--- src/rtl/simon_pkg.sv ---
// simon_pkg: shared sizes, host command codes and bridge states for the SIMON 128/256 host bridge.
package simon_pkg;
    localparam int DEF_N = 64;
    localparam int DEF_M = 4;
    localparam int DEF_W = 32;
    localparam int DATA_WORDS = 2 * DEF_N / DEF_W;
    localparam int KEY_WORDS = DEF_M * DEF_N / DEF_W;
    typedef enum logic [1:0] {DATA = 2'b00, KEY = 2'b01, ENC = 2'b10, DEC = 2'b11} cmd_t;
    typedef enum logic [2:0] {IDLE, LOAD, RUN, ACK, DRAIN} state_t;
endpackage

--- src/rtl/simon_word_shifter.sv ---
// simon_word_shifter: register that parallel-loads or shifts left by one host word.
module simon_word_shifter
    import simon_pkg::*;
#(
    parameter int WIDTH = 2 * DEF_N,
    parameter int W = DEF_W
) (
    input  logic             clk,
    input  logic             R,
    input  logic             load,
    input  logic             shift,
    input  logic [WIDTH-1:0] load_val,
    input  logic [W-1:0]     shift_in,
    output logic [WIDTH-1:0] q
);
    always_ff @(posedge clk) begin
        if (R) q <= '0;
        else if (load) q <= load_val;
        else if (shift) q <= {q[WIDTH-W-1:0], shift_in};
    end
endmodule

--- src/rtl/simon_host_bridge.sv ---
// simon_host_bridge: word-serial host front end for the SIMON 128/256 core.
// Define SIMON_BRIDGE_WDOG_EN to abort a stalled core handshake after WDOG cycles.
module simon_host_bridge
    import simon_pkg::*;
#(
    parameter int N = DEF_N,
    parameter int M = DEF_M,
    parameter int W = DEF_W,
    parameter int WDOG = 1023
) (
    input  logic                clk,
    input  logic                R,
    input  logic                in_valid,
    output logic                in_ready,
    input  logic [1:0]          in_cmd,
    input  logic [W-1:0]        in_data,
    output logic                out_valid,
    input  logic                out_ready,
    output logic [W-1:0]        out_data,
    output logic                err,
    output logic                newData,
    output logic                newKey,
    output logic                enc_dec,
    output logic                readData,
    output logic [2*N-1:0]      plain,
    output logic [M-1:0][N-1:0] key,
    input  logic                ldData,
    input  logic                ldKey,
    input  logic                doneData,
    input  logic                doneKey,
    input  logic [2*N-1:0]      cipher
);
    localparam int DW = 2 * N / W;
    localparam int KW = M * N / W;
    localparam int DCW = $clog2(DW + 1);
    localparam int KCW = $clog2(KW + 1);

    state_t state, state_n;
    logic [DCW-1:0] dcnt, dcnt_n, ocnt, ocnt_n;
    logic [KCW-1:0] kcnt, kcnt_n;
    logic key_pending, pend_n, err_n, nd_n, nk_n, rd_n, ed_n, ov_n;
    logic d_shift, k_shift, o_load, o_shift, take, wd_hit, unused_ok;
    logic [M*N-1:0] key_q;
    logic [2*N-1:0] out_q;

    simon_word_shifter #(.WIDTH(2 * N), .W(W)) u_plain (
        .clk(clk), .R(R), .load(1'b0), .shift(d_shift), .load_val('0), .shift_in(in_data), .q(plain)
    );
    simon_word_shifter #(.WIDTH(M * N), .W(W)) u_key (
        .clk(clk), .R(R), .load(1'b0), .shift(k_shift), .load_val('0), .shift_in(in_data), .q(key_q)
    );
    simon_word_shifter #(.WIDTH(2 * N), .W(W)) u_out (
        .clk(clk), .R(R), .load(o_load), .shift(o_shift), .load_val(cipher), .shift_in('0), .q(out_q)
    );

    assign key = key_q;
    assign out_data = out_q[2*N-1 -: W];
    assign take = in_valid && in_ready;
    assign unused_ok = ^{doneKey, WDOG};

`ifdef SIMON_BRIDGE_WDOG_EN
    localparam int WCW = $clog2(WDOG + 1);
    logic [WCW-1:0] wd_cnt;
    logic wd_live;
    assign wd_live = state inside {LOAD, RUN, ACK};
    assign wd_hit = wd_live && (wd_cnt == WCW'(WDOG - 1));
    always_ff @(posedge clk) begin
        wd_cnt <= (R || state_n != state) ? '0 : wd_live ? wd_cnt + 1'b1 : wd_cnt;
    end
`else
    assign wd_hit = 1'b0;
`endif

    always_comb begin
        state_n = state;
        dcnt_n = dcnt;
        kcnt_n = kcnt;
        ocnt_n = ocnt;
        pend_n = key_pending;
        err_n = err;
        nd_n = newData;
        nk_n = newKey;
        rd_n = readData;
        ed_n = enc_dec;
        ov_n = out_valid;
        d_shift = 1'b0;
        k_shift = 1'b0;
        o_load = 1'b0;
        o_shift = 1'b0;
        case (state)
            IDLE: if (take) begin
                if (in_cmd == DATA) begin
                    d_shift = 1'b1;
                    dcnt_n = (dcnt == DCW'(DW)) ? dcnt : dcnt + 1'b1;
                end else if (in_cmd == KEY) begin
                    k_shift = 1'b1;
                    kcnt_n = (kcnt == KCW'(KW - 1)) ? '0 : kcnt + 1'b1;
                    pend_n = key_pending || (kcnt == KCW'(KW - 1));
                end else if (dcnt != DCW'(DW)) begin
                    err_n = 1'b1;
                end else begin
                    ed_n = (in_cmd == ENC);
                    dcnt_n = '0;
                    nd_n = 1'b1;
                    nk_n = key_pending;
                    state_n = LOAD;
                end
            end
            LOAD: begin
                nd_n = newData && !ldData;
                nk_n = newKey && !ldKey;
                pend_n = key_pending && !(newKey && ldKey);
                state_n = (nd_n || nk_n) ? LOAD : RUN;
            end
            RUN: if (doneData) begin
                o_load = 1'b1;
                rd_n = 1'b1;
                state_n = ACK;
            end
            ACK: if (!doneData) begin
                rd_n = 1'b0;
                ov_n = 1'b1;
                ocnt_n = '0;
                state_n = DRAIN;
            end
            DRAIN: if (out_valid && out_ready) begin
                o_shift = 1'b1;
                ocnt_n = ocnt + 1'b1;
                ov_n = (ocnt != DCW'(DW - 1));
                state_n = (ocnt == DCW'(DW - 1)) ? IDLE : DRAIN;
            end
            default: state_n = IDLE;
        endcase
        // Timeout abandons the core handshake; any captured result is never drained.
        if (wd_hit) begin
            state_n = IDLE;
            nd_n = 1'b0;
            nk_n = 1'b0;
            rd_n = 1'b0;
            o_load = 1'b0;
            err_n = 1'b1;
        end
    end

    always_ff @(posedge clk) begin
        if (R) begin
            state <= IDLE;
            dcnt <= '0;
            kcnt <= '0;
            ocnt <= '0;
            key_pending <= 1'b0;
            err <= 1'b0;
            newData <= 1'b0;
            newKey <= 1'b0;
            readData <= 1'b0;
            enc_dec <= 1'b0;
            out_valid <= 1'b0;
            in_ready <= 1'b0;
        end else begin
            state <= state_n;
            dcnt <= dcnt_n;
            kcnt <= kcnt_n;
            ocnt <= ocnt_n;
            key_pending <= pend_n;
            err <= err_n;
            newData <= nd_n;
            newKey <= nk_n;
            readData <= rd_n;
            enc_dec <= ed_n;
            out_valid <= ov_n;
            in_ready <= (state_n == IDLE);
        end
    end
endmodule

--- config.mk ---
export PLATFORM = sky130hd
export DESIGN_NAME = simon_host_bridge
export DESIGN_NICKNAME = d
export VERILOG_FILES = /design/src/rtl/simon_pkg.sv /design/src/rtl/simon_word_shifter.sv /design/src/rtl/simon_host_bridge.sv
export SDC_FILE = /design/constraint.sdc
export NUM_CORES = 1
export LEC_CHECK = 0
export CELL_PAD_IN_SITES_DETAIL_PLACEMENT = 0
export CELL_PAD_IN_SITES_GLOBAL_PLACEMENT = 1
export CORE_MARGIN = 2
export CORE_UTILIZATION = 35
export DETAILED_ROUTE_END_ITERATION = 10
export GPL_ROUTABILITY_DRIVEN = 0
export GPL_TIMING_DRIVEN = 1
export PLACE_DENSITY_LB_ADDON = 0.25
export SKIP_CTS_REPAIR_TIMING = 1
export SYNTH_ARGS = -nofsm -noshare
export SYNTH_HDL_FRONTEND = slang
export SYNTH_SLANG_ARGS = --single-unit
--- constraint.sdc ---
create_clock -name clk -period 2.2 [get_ports clk]
set_input_delay 0.44 -clock clk [delete_from_list [all_inputs] [get_ports clk]]
set_output_delay 0.44 -clock clk [all_outputs]
set_load 0.01 [all_outputs]
# [Yosys cells after proc, flatten, opt, wreduce, memory -nomap -nowiden]
# Cells that the tools add are included.
[totals] ff_bits=533 input_bits=170 elab_cells=120
[classes] addsub=3 n_eq_ne=22 muxes=51 n_bitwise=3 reduce_logical=26
[op_table] op="2-to-1 mux 128 bit" n=2
[op_table] op="2-to-1 mux 3 bit" n=14
[op_table] op="2-to-1 mux 1 bit" n=26
[op_table] op="!= test 2 bit (second input constant)" n=11
[op_table] op="AND reduction 5 bit" n=4
[op_table] op="one-hot mux 3 bit (5 select lines)" n=1
[op_table] op="one-hot mux 1 bit (2 select lines)" n=5
[op_table] op="== test 3 x 2 -> 1 bit (second input constant)" n=3
[op_table] op="AND reduction 4 bit" n=2
[op_table] op="nonzero test 2 bit" n=4
[op_table] op="adder 3 x 1 -> 3 bit (second input constant)" n=2
[op_table] op="== test 3 bit (second input constant)" n=2
[op_table] op="logical AND 1 bit" n=6
[op_table] op="zero test 3 bit" n=2
[op_table] op="one-hot mux 3 bit (2 select lines)" n=1
[op_table] op="AND reduction 3 bit" n=2
[op_table] op="adder 4 x 1 -> 4 bit (second input constant)" n=1
[op_table] op="== test 4 x 3 -> 1 bit (second input constant)" n=1
[op_table] op="2-to-1 mux 4 bit" n=1
[op_table] op="== test 3 x 1 -> 1 bit (second input constant)" n=1
[op_table] op="zero test 1 bit" n=3
[op_table] op="!= test 3 x 2 -> 1 bit (second input constant)" n=1
[op_table] op="!= test 3 bit (second input constant)" n=1
[op_table] op="NOT 1 bit" n=3
[op_table] op="other kinds (5)" n=6

# [Logic depth before layout (Yosys ltp)]
[depth] ltp_word=7 ltp_mapped=8 ltp_nobuf=5

# [Cells and area by module]
# A second synthesis with hierarchy kept.
[hier_totals] cells_unflattened=2405 area_unflattened_um2=27555.2
[modules_own_cells] mod="simon_word_shifter at u_out ..." instances=2 cells_per_inst=569 area_each_um2=6658.9 seq_area_each_um2=2562.5
[modules_own_cells] mod="simon_word_shifter at u_key" instances=1 cells_per_inst=1138 area_each_um2=13137.6 seq_area_each_um2=5124.9
[modules_own_cells] mod="simon_host_bridge" instances=1 cells_per_inst=129 area_each_um2=1099.8 seq_area_each_um2=420.4

# [Least setup slack after synthesis]
# Ideal clock, no wire load.
[synth_timing] kind="flip-flop to flip-flop" startpoint="register dcnt[0]" endpoint="register dcnt[2]" setup_ns=0.121 t_arrival_ns=1.674 required_time_ns=2.079 setup_slack_ns=0.405 path_stages_with_launch=6 path_buffers=0 period_less_slack_ns=1.795 cell_sequence="dfxtp_1 inv_1 ha_1 a211o_1 a2111oi_0 mux2_2"
[synth_between] elab_chain_len=3 word_cells_on_any_way=8 cone_classes="add/sub: 1; eq/ne: 4; mux: 2; reduce/logical: 1"
[synth_rtl] item="from (decl)" line_no="simon_host_bridge.sv:39" text="logic [DCW-1:0] dcnt, dcnt_n, ocnt, ocnt_n;"
[synth_rtl] item="from (signal assigned)" line_no="simon_host_bridge.sv:161" text="dcnt <= dcnt_n;"
[synth_rtl] item="adder 3 x 1 -> 3 bit (tied with other cells)" line_no="simon_host_bridge.sv:94" text="dcnt_n = (dcnt == DCW'(DW)) ? dcnt : dcnt + 1'b1;"
[synth_rtl] item="2-to-1 mux 3 bit or != test 2 bit (tied branches)"
[synth_rtl] item="2-to-1 mux 3 bit or AND reduction 5 bit (tied branches)"
# Parallel ways exist; a longest one is shown, timed or not. The select of a mux whose other input is x is not followed.
# A chain may end at the register's enable or synchronous reset.

# [Worst setup path in the final report]
[layout_timing] startpoint="register out_valid" endpoint="output port out_valid"
[layout_lines] item="from (decl)" line_no="simon_host_bridge.sv:17" text="output logic out_valid,"
[layout_lines] item="from (signal assigned)" line_no="simon_host_bridge.sv:170" text="out_valid <= ov_n;"
# No word-level cell between the ends.

==> impl_metrics.sql <==
INSERT INTO impl_metrics (metric_group, metric, value, unit) VALUES
('run_status', 'run_status', 'complete, no violations', ''),
('die', 'dieHeight', '250', 'µm'),
('flow_run', 'drv.max_cap_violation_count', '0', ''),
('die', 'initial_utilization', '35.3', '%'),
('cells_and_area', 'drive_gt1_share', '7.61', '%'),
('placed_design', 'setup_slack_at_placement', '-66.1', 'ps'),
('global_route', 'grt_remaining_overflow', '0', ''),
('cells_and_area', 'fin_nets', '3175', ''),
('sta', 'timing.slew.headroom', '51.8', '%'),
('synth', 'ys_dominant_reg_cell', 'dfxtp_1', ''),
('setup_path', 'timing.critical_path.fanout_max', '4', ''),
('cells_and_area', 'flow.area_growth_from_synthesis', '41.9', '%'),
('global_route', 'grt_antenna_before_repair', '7', ''),
('die', 'rows', '90', ''),
('setup_path', 'critical-path-slowest-cell', 'clkdlybuf4s50_1', ''),
('setup_path', 'family_with_the_most_delay_on_the_worst_path', 'buffers and inverters', ''),
('setup_path', 'timing.setup.critical_path_class', 'flop to primary output', ''),
('setup_path', 'setup.worst_path.start_class', 'flop', ''),
('global_route', 'global_route_wire_length_before_repair', '122000', 'µm'),
('cells_and_area', 'seq_area', '10700', 'µm²'),
('sta', 'final_max_slew_viol_count', '0', ''),
('synth', 'synthesized_area_per_cell', '8.18', 'µm²'),
('setup_path', 'crit_arrival', '1700', 'ps'),
('clock_tree', 'clock_tree.htree_level_count', '2', ''),
('die', 'boundaryPins', '593', ''),
('clock_tree', 'clock_tree_from_tritoncts', 'done', ''),
('clock_tree', 'tritoncts.num_buffers', '58', ''),
('detailed_routing', 'detail_route.wirelength', '80500', 'µm'),
('setup_path', 'worstSetupStartpoint', 'out_valid', ''),
('placed_design', 'port_buffers', '591', ''),
('sta', 'grt_setup_unrepaired', 'no', ''),
('setup_path', 'worst_ep_required_time', '1760', 'ps'),
('placed_design', 'placement.cell_area', '28000', 'µm²'),
('cells_and_area', 'multi_input_area', '9190', 'µm²'),
('clock_tree', 'clk_pin_slew_worst_paths', '60', 'ps'),
('placed_design', 'detailedPlacementHpwl', '54400', 'µm'),
('global_route', 'groute.usage.overall', '24.3', '%'),
('synth', 'yosys.cell_types.count', '52', ''),
('cells_and_area', 'fin_area', '30100', 'µm²'),
('sta', 'finalCritPeriodShare', '97.2', '%'),
('sta', 'final_setup_viols', '0', ''),
('min_path', 'min_from', 'R', ''),
('power', 'leakage', '9.45', 'nW'),
('sta', 'final_period_minus_worst_setup_slack', '2140', 'ps'),
('synth', 'synth_edf_count', '0', ''),
('setup_path', 'critPathCaptureType', 'primary output', ''),
('setup_path', 'critPathBufInv', '1', ''),
('detailed_routing', 'drt-pass1-iter-count', '7', ''),
('setup_path', 'critical_path.max_stage_delay', '650', 'ps'),
('synth', 'ys.warnings.count', '0', ''),
('synth', 'ys_seq_elements', '533', ''),
('sta', 'max_clock_skew', '16.3', 'ps'),
('sta', 'worst-slew-pin-transition', '723', 'ps'),
('min_path', 'hp-class', 'input pin to flop', ''),
('power', 'power_density', '717', 'nW/µm²'),
('die', 'core_area', '60100', 'µm²'),
('power', 'peakVddDrop', '0.638', 'mV'),
('setup_path', 'cp_cell_sequence', 'clkdlybuf4s50_1', ''),
('cells_and_area', 'fillers', '5693', ''),
('sta', 'setup_ws', '62.6', 'ps'),
('clock_tree', 'maximum_number_of_buffers_from_clock_root_to_sink', '3', ''),
('synth', 'netlist_instances', '2596', ''),
('sta', 'achievable-frequency', '0.468', 'GHz'),
('setup_path', 'r2r_start', 'state[1]', ''),
('synth', 'synth_async_sr_flop_share', '0', '%'),
('synth', 'register_area_share_after_synthesis', '50.2', '%'),
('clock_tree', 'insertion_delay', '610', 'ps'),
('sta', 'timing.final.hold_violations', '0', ''),
('clock_tree', 'cts_sinks', '533', ''),
('global_route', 'via_count_of_the_first_global_routing_pass', '20000', ''),
('detailed_routing', 'ant_nets', '0', ''),
('synth', 'postSynthNetCount', '2771', ''),
('global_route', 'grt_start_max_net_pins', '146', ''),
('die', 'dieWidth', '250', 'µm'),
('detailed_routing', 'routed_wire_length_per_instance', '21.0', 'µm'),
('detailed_routing', 'via_per_inst', '5.55', ''),
('detailed_routing', 'detail_route.iter0.violations', '1890', ''),
('detailed_routing', 'vias', '21300', ''),
('clock_tree', 'cts_root_buffer', 'clkbuf_16', ''),
('synth', 'netlist_area', '21200', 'µm²'),
('detailed_routing', 'drc', '0', ''),
('die', 'die_area', '62700', 'µm²');
## cells by family after synthesis
| logic type | Yosys count | share of synthesized area, % |
|---|---|---|
| simple gates | 657 | 15.1 |
| flops | 533 | 50.2 |
| fa+ha+maj | 5 | 0.294 |
| mux | 3 | 0.159 |
| compound gates | 1056 | 27.2 |
| buf+inv | 342 | 6.95 |
## worst register-to-register path, delay by kind of cell (launching register included)
family / cells / cell delay, ps
flops: 1 / 620
buf+inv: 2 / 510
compound gates: 2 / 400
simple gates: 1 / 320
## Yosys cell counts (2+ instances only)
library cell,count,area [µm²]
a2111oi_0,3,26.3
a211oi_1,79,593
a211oi_2,20,250
a21oi_1,421,2110
a31oi_1,3,18.8
a41o_1,3,30.0
and3b_1,2,17.5
buf_1,13,48.8
buf_2,34,170
buf_4,32,240
buf_6,4,45.0
clkbuf_1,252,946
dfxtp_1,533,10700
ha_1,5,62.6
inv_1,7,26.3
mux2_2,2,22.5
nand2_1,37,139
nand2b_1,3,18.8
nand3_1,389,1950
nand4bb_1,3,33.8
nor2_1,102,383
nor2b_1,2,12.5
nor3_1,100,500
nor3b_1,2,15.0
nor4_1,2,12.5
o211ai_1,33,248
o21ai_0,480,2400
o21ai_1,3,15.0
or3_1,2,12.5
or3b_1,2,17.5
or4_1,2,15.0
## cell type report
class / instances / area share, %
Antenna cell: 3 / 0.0249
Clock buffer: 82 / 5.82
Clock inverter: 27 / 1.18
Inverter: 7 / 0.0872
Multi-Input combinational cell: 1721 / 30.5
Sequential cell: 533 / 35.4
Tap cell: 782 / 3.25
Timing Repair Buffer: 679 / 23.8
## worst paths after layout
| check | to | slack, ps | cells after the start |
|---|---|---|---|
| setup reg to reg | u_key.q[57] | 260 | 5 |
| setup / recovery | out_valid | 60 | 1 |
| hold / removal | u_key.q[255] | 160 | 2 |
| hold reg to reg | u_key.q[140] | 470 | 2 |
## state kept, by name, summed over array words and instances, names as in the netlist
register,cells
key_pending,1
kcnt,4
err,1
ocnt,3
enc_dec,1
newData,1
newKey,1
out_valid,1
u_key.q,256
in_ready,1
readData,1
u_out.q,128
u_plain.q,128
state,3
dcnt,3
## placed cells by master, fill, tap and decap left out, types with 3 or more instances in the layout
cell type / Yosys / routed
a2111oi_0: 3 / 3
a211oi_1: 79 / 79
a211oi_2: 20 / 20
a21oi_1: 421 / 421
a31oi_1: 3 / 3
a41o_1: 3 / 3
buf_12: 0 / 46
buf_4: 32 / 42
bufinv_16: 0 / 8
clkbuf_1: 252 / 4
clkbuf_16: 0 / 59
clkbuf_8: 0 / 19
clkdlybuf4s50_1: 0 / 589
clkinv_2: 0 / 12
clkinvlp_4: 0 / 5
dfxtp_1: 533 / 533
diode_2: 0 / 3
ha_1: 5 / 5
inv_1: 7 / 6
nand2_1: 37 / 36
nand2b_1: 3 / 3
nand3_1: 389 / 389
nor2_1: 102 / 102
nor3_1: 100 / 100
o211ai_1: 33 / 33
o21ai_0: 480 / 480
o21ai_1: 3 / 3
or3b_4: 0 / 3
## report_power, final
part | internal [W] | total [W] | leakage [nW] | switching (W)
clock network | 0.00647 | 0.0106 | 1.04 | 0.00412
logic | 0.000530 | 0.00131 | 4.12 | 0.000777
registers | 0.00968 | 0.00971 | 4.29 | 0.0000337
## routing by layer
metal  share of wire (%)  up-vias  track usage [%]
li1                    -    10200                -
met1                  42    10200             32.0
met2                  47      768             38.7
met3                 8.5      110             7.10
met4                 2.3        8             6.59
met5               0.057        -                0
## stage by stage
step                      util [%]  total power, W  hold WS (ps)  std cells  TNS, ps
after floorplan                  -          0.0105           466       2596        0
after global placement        46.6          0.0112           460       3722     -245
after detailed placement      46.6          0.0112           466       3722    -1580
after CTS                     50.1          0.0218           127       3831    -91.7
after global routing          50.1          0.0223           150       3832        0
final                         50.1          0.0216           164       3834        0
Note: power is estimated with default switching activity, not from simulation.
